`config.mk`:
```
export PLATFORM = sky130hd
export DESIGN_NAME = decoder_pipelined_flat
export DESIGN_NICKNAME = d
export VERILOG_FILES = /design/src/rtl/decoder_pipelined_if.sv /design/src/rtl/decoder_pipelined.sv /design/src/flat_wrapper.sv
export SDC_FILE = /design/constraint.sdc
export NUM_CORES = 1
export LEC_CHECK = 0
export ABC_AREA = 1
export CORE_UTILIZATION = 55
export DETAILED_ROUTE_END_ITERATION = 10
export PLACE_DENSITY = 0.78
export SLEW_MARGIN = 5
export SYNTH_ARGS = -nofsm -noshare
export SYNTH_HDL_FRONTEND = slang
export SYNTH_SLANG_ARGS = --single-unit
```
`constraint.sdc`:
```
create_clock -name clk -period 4.15 [get_ports clk]
set_input_delay 0.415 -clock clk [delete_from_list [all_inputs] [get_ports clk]]
set_output_delay 0.415 -clock clk [all_outputs]
set_load 0.05 [all_outputs]
```
`src/rtl/decoder_pipelined_if.sv`:
```
// Valid/ready stream bundle for decoder_pipelined: select/mode/enable beats in, decoded masks out.
interface decoder_pipelined_if #(
  parameter int unsigned WIDTH = 32
);
  localparam int unsigned SEL_BITS = $clog2(WIDTH);

  logic                in_valid;
  logic                in_ready;
  logic [SEL_BITS-1:0] in_sel;
  logic [1:0]          in_mode;
  logic                in_enable;
  logic                out_valid;
  logic                out_ready;
  logic [WIDTH-1:0]    out_mask;

  modport master (
    output in_valid, in_sel, in_mode, in_enable, out_ready,
    input  in_ready, out_valid, out_mask
  );

  modport slave (
    input  in_valid, in_sel, in_mode, in_enable, out_ready,
    output in_ready, out_valid, out_mask
  );
endinterface

```
`src/rtl/decoder_pipelined.sv`:
```
// Pipelined binary-to-mask decoder; select bits are resolved MSB-first across the stages and the
// last stage applies the one-hot / thermometer / all-ones mode and the enable.
module decoder_pipelined #(
  parameter int unsigned WIDTH       = 32,
  parameter int unsigned PIPE_STAGES = 2
) (
  input  logic               clk,
  input  logic               reset,
  decoder_pipelined_if.slave bus
);
  localparam int unsigned SEL_BITS = $clog2(WIDTH);
  localparam int unsigned BPS      = (SEL_BITS + PIPE_STAGES - 1) / PIPE_STAGES;

  if (WIDTH < 2 || (WIDTH & (WIDTH - 1)) != 0) begin : g_bad_width
    $error("decoder_pipelined: WIDTH must be a power of 2 and >= 2");
  end
  if (PIPE_STAGES < 1 || PIPE_STAGES > SEL_BITS) begin : g_bad_pipe
    $error("decoder_pipelined: PIPE_STAGES must be in 1..clog2(WIDTH)");
  end

  typedef enum logic [1:0] {
    MODE_ONEHOT   = 2'b00,
    MODE_THERM_LO = 2'b01,
    MODE_THERM_HI = 2'b10,
    MODE_ALL      = 2'b11
  } mode_e;

  function automatic int unsigned resolved(input int unsigned k);
    return (k * BPS > SEL_BITS) ? SEL_BITS : k * BPS;
  endfunction

  // Element k of each chain array is the input seen by stage k.
  logic [PIPE_STAGES-1:0] v_all;
  logic [PIPE_STAGES-1:0] load;
  logic [SEL_BITS-1:0]    c_sel  [PIPE_STAGES];
  mode_e                  c_mode [PIPE_STAGES];
  logic [PIPE_STAGES-1:0] c_en;
  logic [WIDTH-1:0]       c_mask [PIPE_STAGES+1];

  assign c_sel[0]  = bus.in_sel;
  assign c_mode[0] = mode_e'(bus.in_mode);
  assign c_en[0]   = bus.in_enable;
  assign c_mask[0] = WIDTH'(1);

  // Stage k may load when empty or when everything downstream of it moves this cycle.
  always_comb begin
    logic nxt;
    nxt  = bus.out_ready;
    load = '0;
    for (int unsigned i = 0; i < PIPE_STAGES; i++) begin
      nxt                        = !v_all[PIPE_STAGES-1-i] | nxt;
      load[PIPE_STAGES-1-i]      = nxt;
    end
  end

  assign bus.in_ready  = load[0];
  assign bus.out_valid = v_all[PIPE_STAGES-1];
  assign bus.out_mask  = c_mask[PIPE_STAGES];

  for (genvar k = 0; k < PIPE_STAGES; k++) begin : g_stage
    localparam int unsigned RN = resolved(k + 1);
    localparam int unsigned B  = RN - resolved(k);

    logic             vin;
    logic             v_q;
    logic [WIDTH-1:0] part;
    logic [WIDTH-1:0] mask_d;
    logic [WIDTH-1:0] mask_q;

    if (k == 0) begin : g_vin0
      assign vin = bus.in_valid;
    end else begin : g_vinn
      assign vin = v_all[k-1];
    end

    // Partial one-hot over the top RN select bits: each previous bit fans out to 2^B children.
    always_comb begin
      int unsigned c;
      c    = (32'(c_sel[k]) >> (SEL_BITS - RN)) % (32'd1 << B);
      part = '0;
      for (int unsigned j = 0; j < WIDTH; j++) begin
        part[j] = c_mask[k][j >> B] && ((j % (32'd1 << B)) == c);
      end
    end

    if (k == PIPE_STAGES - 1) begin : g_final
      always_comb begin
        logic             acc_lo;
        logic             acc_hi;
        logic [WIDTH-1:0] lo;
        logic [WIDTH-1:0] hi;
        acc_lo = 1'b0;
        acc_hi = 1'b0;
        lo     = '0;
        hi     = '0;
        for (int unsigned j = 0; j < WIDTH; j++) begin
          acc_hi             = acc_hi | part[j];
          hi[j]              = acc_hi;
          acc_lo             = acc_lo | part[WIDTH-1-j];
          lo[WIDTH-1-j]      = acc_lo;
        end
        case (c_mode[k])
          MODE_ONEHOT:   mask_d = part;
          MODE_THERM_LO: mask_d = lo;
          MODE_THERM_HI: mask_d = hi;
          default:       mask_d = '1;
        endcase
        if (!c_en[k]) mask_d = '0;
      end
    end else begin : g_fwd
      logic [SEL_BITS-1:0] sel_q;
      mode_e               mode_q;
      logic                en_q;

      assign mask_d = part;

      always_ff @(posedge clk or negedge reset) begin
        if (!reset) begin
          sel_q  <= '0;
          mode_q <= MODE_ONEHOT;
          en_q   <= 1'b0;
        end else if (load[k] && vin) begin
          sel_q  <= c_sel[k];
          mode_q <= c_mode[k];
          en_q   <= c_en[k];
        end
      end

      assign c_sel[k+1]  = sel_q;
      assign c_mode[k+1] = mode_q;
      assign c_en[k+1]   = en_q;
    end

    always_ff @(posedge clk or negedge reset) begin
      if (!reset) begin
        v_q    <= 1'b0;
        mask_q <= '0;
      end else if (load[k]) begin
        v_q <= vin;
        if (vin) mask_q <= mask_d;
      end
    end

    assign v_all[k]    = v_q;
    assign c_mask[k+1] = mask_q;
  end
endmodule
```
`src/flat_wrapper.sv`:
```
// flat-port wrapper written by rule: the top's interface ports become plain ports
module decoder_pipelined_flat 
#(
  parameter int unsigned WIDTH       = 32,
  parameter int unsigned PIPE_STAGES = 2
)
  (clk, reset, bus_in_valid, bus_in_sel, bus_in_mode, bus_in_enable, bus_out_ready, bus_in_ready, bus_out_valid, bus_out_mask);
  decoder_pipelined_if #(.WIDTH(WIDTH)) bus_i ();
  input  logic clk;
  input  logic reset;
  input wire logic [$bits(bus_i.in_valid)-1:0] bus_in_valid;
  input wire logic [$bits(bus_i.in_sel)-1:0] bus_in_sel;
  input wire logic [$bits(bus_i.in_mode)-1:0] bus_in_mode;
  input wire logic [$bits(bus_i.in_enable)-1:0] bus_in_enable;
  input wire logic [$bits(bus_i.out_ready)-1:0] bus_out_ready;
  output wire logic [$bits(bus_i.in_ready)-1:0] bus_in_ready;
  output wire logic [$bits(bus_i.out_valid)-1:0] bus_out_valid;
  output wire logic [$bits(bus_i.out_mask)-1:0] bus_out_mask;
  assign bus_i.in_valid = bus_in_valid;
  assign bus_i.in_sel = bus_in_sel;
  assign bus_i.in_mode = bus_in_mode;
  assign bus_i.in_enable = bus_in_enable;
  assign bus_i.out_ready = bus_out_ready;
  assign bus_in_ready = bus_i.in_ready;
  assign bus_out_valid = bus_i.out_valid;
  assign bus_out_mask = bus_i.out_mask;
  decoder_pipelined #(.WIDTH(WIDTH), .PIPE_STAGES(PIPE_STAGES)) u_core (.clk(clk), .reset(reset), .bus(bus_i));
endmodule
```
[Word-level counts from Yosys, hierarchy flattened]
Cells that the tools add are included.
Widths: inputs -> output; s select.
Storage, ports and cells
  flip-flop bits (word level): 47
  bits of input ports: 12
  output and inout port bits: 34
  logic and storage cells: 125
Cells by class
  eq/ne operators: 12
  muxes and demuxes: 2
  bitwise gates (word level): 64
  reductions and logical operators: 40
Operators with widths (number)
  $pmux 32 s3: 1
  $logic_not 32->1: 2
  $or 1x1->1: 64
  $logic_and 1x1->1: 33
  $mux 32: 1
  $eq 3x3->1 const A: 4
  $eq 2x3->1 const A: 2
  $eq 2x2->1 const A: 2
  $reduce_and 2->1: 2
  $eq 1x3->1 const A: 1
  $eq 1x2->1 const A: 1
  $eq 2x1->1 const B: 1
  $eq 2x2->1 const B: 1
  $logic_not 1->1: 2
  $logic_not 2->1: 1

[Longest topological paths before layout]
  word-level depth: 35
  gate-level depth with buffers: 18
  depth with buffers taken out: 17

[Least setup slack after synthesis]
Ideal clock, no wire load.
  path type: flip-flop to flip-flop
  start point: register u_core.g_stage[0].g_fwd.sel_q[1]
  end point: register u_core.g_stage[1].mask_q[31] (netlist: u_core.bus.out_mask[31])
  setup time: 118 ps
  data arrival time: 2021 ps
  required time: 4032 ps
  setup slack: 2012 ps
  cell stages (with the launch flop): 16
  buffers on the path: 1
  period minus slack after synthesis: 2138 ps
  cells stage by stage: dfrtp_1 -> buf_4 -> nand2_1 -> nor2_1 -> nor4_2 -> nand4_1 -> nor2_2 -> o311ai_1 -> nor2_1 -> nand2_1 -> nand2_1 -> o21ai_1 -> a21oi_2 -> o211ai_1 -> nand2_1 -> nand2_1
Between the ends
  longest elaborated chain between the ends: 35
  elaborated cells on any way between the ends: 69
  classes of those cells: eq/ne (3); mux (2); bitwise (31); reduce/logical (33)
Ends and longest elaborated chain
  from (decl): line decoder_pipelined.sv:111  | logic [SEL_BITS-1:0] sel_q;
  from (signal assigned): line decoder_pipelined.sv:123  | sel_q <= c_sel[k];
  $logic_not 32->1 / $eq 1x2->1 (equally long branches): line decoder_pipelined.sv:82  | part[j] = c_mask[k][j >> B] && ((j % (32'd1 << B)) == c);
  $logic_and 1x1->1: line decoder_pipelined.sv:82
  $or 1x1->1 (31 in a row): line decoder_pipelined.sv:97  | acc_hi = acc_hi | part[j];
  $pmux 32 s3 *: line decoder_pipelined.sv:102  | case (c_mode[k])
  $mux 32 *: line decoder_pipelined.sv:108  | if (!c_en[k]) mask_d = '0;
  to (signal assigned): line decoder_pipelined.sv:140  | if (vin) mask_q <= mask_d;
  to (decl): line decoder_pipelined.sv:68  | logic [WIDTH-1:0] mask_q;
Mark *: on every way between the ends. The rest lies on a longest branch, timed or not.
A chain may end at the register's enable or synchronous reset.

[Worst setup path after layout]
  start point: register u_core.g_stage[0].g_fwd.sel_q[1]
  end point: register u_core.g_stage[1].mask_q[0] (netlist: u_core.bus.out_mask[0])
Between the ends
  longest elaborated chain between the ends: 35
  elaborated cells on any way between the ends: 69
  classes of those cells: eq/ne (3); mux (2); bitwise (31); reduce/logical (33)
Ends and longest elaborated chain
  $eq 2x2->1: line decoder_pipelined.sv:82
  $logic_and 1x1->1: line decoder_pipelined.sv:82
  $or 1x1->1 (31 in a row): line decoder_pipelined.sv:99  | acc_lo = acc_lo | part[WIDTH-1-j];
  $pmux 32 s3 *: line decoder_pipelined.sv:102
  $mux 32 *: line decoder_pipelined.sv:108
Marked as above.

==> reports/summary.log <==
[die] Die Outline Area 5200 um2
[route] WL final 7660 um
[clocking] CTS max path bufs 2
[pwr] combinational share of power 0.482
[sta] Period Utilization, post-route 0.669
[pwr] internal power consumption 0.962 mW
[cells_and_area] most frequent cells in the layout sky130_fd_sc_hd__nand2_1, sky130_fd_sc_hd__dfrtp_1, sky130_fd_sc_hd__o21ai_0
[clocking] clock transition at the registers of the reported paths 0.08 ns
[cells_and_area] most common cell after layout, fill and taps aside sky130_fd_sc_hd__nand2_1
[die] starting density of the core 0.572
[pwr] power density normalized to cell area 535 nW/um2
[placement] placed cell count 464
[cells_and_area] Non-Filler Instances 472
[route] Vias 2741
[route] DRC violation total after the first TritonRoute iteration 259
[clocking] H-tree Lvls 2
[global_route] pin count of the biggest net entering global routing 48
[cells_and_area] Design Area, Final 3300 um2
[global_route] All-Layer GR Usage 0.313
[sta] # setup viols final 0
[yosys] Synth Area per Inst 7.49 um2
[die] ports placed on the boundary 46
[placement] IO buf count 45
[clocking] number of buffers inserted during clock tree synthesis 5
[cells_and_area] # fillers 394
[route] mean number of vias per cell 5.81
[worst_setup_path] setup slack of the most critical reg-to-reg path 1.37 ns
[clocking] post-CTS repair timing setup buffer count 0
[pwr] switching share of total power 0.456
[sta] tightest slew margin relative to the limit 0.323
[cells_and_area] total inserted antenna cells 0
[outcome] result of the run complete, no violations
[sta] Max Clock Freq 360 MHz
[placement] cell area after placement 3200 um2
[yosys] yosys warns 0
[hold_path] HP Class input pin to async pin
[pwr] total power consumption of the routed design 1.77 mW
[clocking] number of hold buffers added after cts 0
[route] antenna-violating nets left 0
[placement] GP Congestion 1.01
[sta] Final Max Slew Viols 0
[yosys] top cells by area, synth sky130_fd_sc_hd__dfrtp_1, sky130_fd_sc_hd__nand2_1, sky130_fd_sc_hd__o21ai_0, sky130_fd_sc_hd__inv_1, sky130_fd_sc_hd__nor2_1
[die] CORE AREA 4720 um2
[route] number of design rule violations left after detail routing 0
[yosys] sequential area share after synthesis 0.435
[yosys] Post-Synthesis Net Count 373
[cells_and_area] final core utilization 0.699
[worst_setup_path] critical path capture point type register
[job] max-cap check violation count 0
[worst_setup_path] beginning of the worst register-to-register path u_core.g_stage[0].g_fwd.sel_q[1]
[global_route] remaining global-route overflow 0
[sta] total negative setup slack 0 ns
[die] die extent in x 72.1 um
[clocking] number of instances resized during post-cts repair 0
[yosys] Post-Synthesis Cells 361
[yosys] biggest area consumer among synthesized cells sky130_fd_sc_hd__dfrtp_1
[global_route] wire length of the first global-routing pass 12500 um
[cells_and_area] footprint of the multi-input gates 1310 um2
[worst_setup_path] Crit Reg-Reg Endpoint u_core.bus.out_mask[0]
[clocking] root buf cell sky130_fd_sc_hd__clkbuf_8
[route] wire per inst 16.2 um
[yosys] number of register bits inferred by synthesis 47
[pwr] switching power summed over all nets 0.806 mW
[global_route] number of antenna violations at the first check in global routing 0
[sta] transition time of the tightest slew-check pin 1.02 ns
[cells_and_area] Seq. cell area 1180 um2
[sta] number of failing hold endpoints at the final stage 0
[worst_setup_path] Worst Reg2Reg Path Length in Cells 17
[sta] Max Clock Skew 0.00593 ns
[worst_setup_path] Crit Path Class register to register
[cells_and_area] P&R area growth vs syn 22.2%
[pwr] share of total power in sequential cells 0.348
[yosys] fraction of synthesized cell area taken by the top area cell type 0.435
[worst_setup_path] required time of the critical path 4.35 ns
[placement] HPWL after detailed placement 5570 um
[die] Vert. Die Dim 72.1 um
[yosys] synthesized area 2700 um2
[clocking] TritonCTS clock tree yes
[die] number of placement rows 25
[global_route] vias in the first global route 2572
[pwr] Worst VDD drop 336 uV
[cells_and_area] number of nets in the layout 416
[pwr] leakage power 1.52 nW
[sta] setup repair after global routing missed its margin no
[yosys] distinct cell type count of the synthesized netlist 36
[sta] time the final worst path needs with I/O delays and setup 2.78 ns
[worst_setup_path] crit path max fanout 9
[clocking] Clk Latency, worst-skew pair 0.30 ns
[worst_setup_path] startpoint types register
[clocking] clk sink count 47
[worst_setup_path] critical path data arrival time 2.97 ns
[pwr] Clock power frac 0.170
[cells_and_area] share of final-layout standard cells stronger than drive strength 1 0.0741
[route] detailed-router iteration count before antenna repair 6
-- kinds of logic (layout without fill, tap and decap cells) --
logic type / count (synthesis) / count (layout) / share of synthesized area
AO/OA/AOI/OAI: 94 / 94 / 0.211
buffers and inverters: 55 / 99 / 0.0801
flip-flops: 47 / 47 / 0.435
AND/OR/NAND/NOR: 165 / 165 / 0.274
-- power by group through the flow --
stage,logic [mW],registers (mW),clock network (mW)
after global routing,0.911,0.624,0.318
final,0.852,0.614,0.301
after floorplan,0.322,0.862,0
after global placement,0.838,0.617,0
after detailed placement,0.845,0.622,0
after CTS,0.847,0.613,0.304
-- per-layer routing --
layer  track usage  vias up  wire [um]
li1              -     1311          -
met1         0.425     1255       3440
met2         0.501      149       3430
met3        0.0556       26        648
met4         0.118        0        138
met5             0        -          0
-- synthesized netlist by cell type, drive strengths merged --
library cell   n
o221ai         2
nor2          46
a21oi         14
nand3         11
nand4         13
nand2         86
o211ai         3
inv           41
a2111oi        1
nand3b         2
nor3b          1
o2111ai        1
a211oi         2
nor3           5
a31oi          2
a22o           7
clkbuf         9
o21bai         1
buf            4
a22oi          5
o21ai         49
a21boi         1
dfrtp         47
a221oi         2
nor4           1
o311ai         4
clkinv         1
-- final cells by class --
cell class              count  area share
repair buffers             49       0.144
multi-input cells         259       0.397
flip-flops and latches     47       0.356
well taps                  67      0.0254
clock buffers               8      0.0303
inverters                  42      0.0477
-- metrics by stage --
| step | hold slack [ns] | setup WS, ns |
|---|---|---|
| after floorplan | 0.119 | 2.01 |
| after global placement | 0.462 | 1.45 |
| after detailed placement | 0.468 | 1.41 |
| after CTS | 0.314 | 1.39 |
| after global routing | 0.382 | 1.13 |
| final | 0.272 | 1.37 |
-- sequential cells by signal, indices dropped and copies added, names as in the netlist --
| signal | cells |
|---|---|
| u_core.g_stage.g_fwd.en_q | 1 |
| u_core.g_stage.mask_q | 8 |
| u_core.g_stage.v_q | 1 |
| u_core.g_stage.g_fwd.sel_q | 2 |
| u_core.g_stage.g_fwd.mode_q | 2 |
| u_core.bus.out_mask | 32 |
| u_core.bus.out_valid | 1 |
-- worst max-delay path by stage --
stage	from	end	slack (ns)	cells after the start
after floorplan	u_core.g_stage[0].g_fwd.sel_q[1]	u_core.bus.out_mask[31]	2.01	15
after global placement	u_core.g_stage[0].g_fwd.sel_q[1]	u_core.bus.out_mask[0]	1.45	17
after detailed placement	u_core.g_stage[0].g_fwd.sel_q[1]	u_core.bus.out_mask[0]	1.41	17
after CTS	u_core.g_stage[0].g_fwd.sel_q[1]	u_core.bus.out_mask[0]	1.39	17
after global routing	u_core.g_stage[0].g_fwd.sel_q[1]	u_core.bus.out_mask[1]	1.13	17
final	u_core.g_stage[0].g_fwd.sel_q[1]	u_core.bus.out_mask[0]	1.37	17
-- worst max-delay path, stage by stage (launching register included) --
cell	delay (ns)
sky130_fd_sc_hd__dfrtp_1	0.54
sky130_fd_sc_hd__inv_2	0.12
sky130_fd_sc_hd__nand2_2	0.15
sky130_fd_sc_hd__nor2_2	0.08
sky130_fd_sc_hd__nor2_2	0.17
sky130_fd_sc_hd__o311ai_1	0.15
sky130_fd_sc_hd__nor2_2	0.20
sky130_fd_sc_hd__nand4_2	0.17
sky130_fd_sc_hd__nor2_2	0.16
sky130_fd_sc_hd__nand4_2	0.12
sky130_fd_sc_hd__nor2_2	0.20
sky130_fd_sc_hd__o311ai_1	0.17
sky130_fd_sc_hd__nor2_2	0.13
sky130_fd_sc_hd__nand2_1	0.08
sky130_fd_sc_hd__nand2_1	0.06
sky130_fd_sc_hd__nand2_1	0.05
sky130_fd_sc_hd__nand2_1	0.06
sky130_fd_sc_hd__nand2_1	0.05
(Power assumes the default switching activity.)
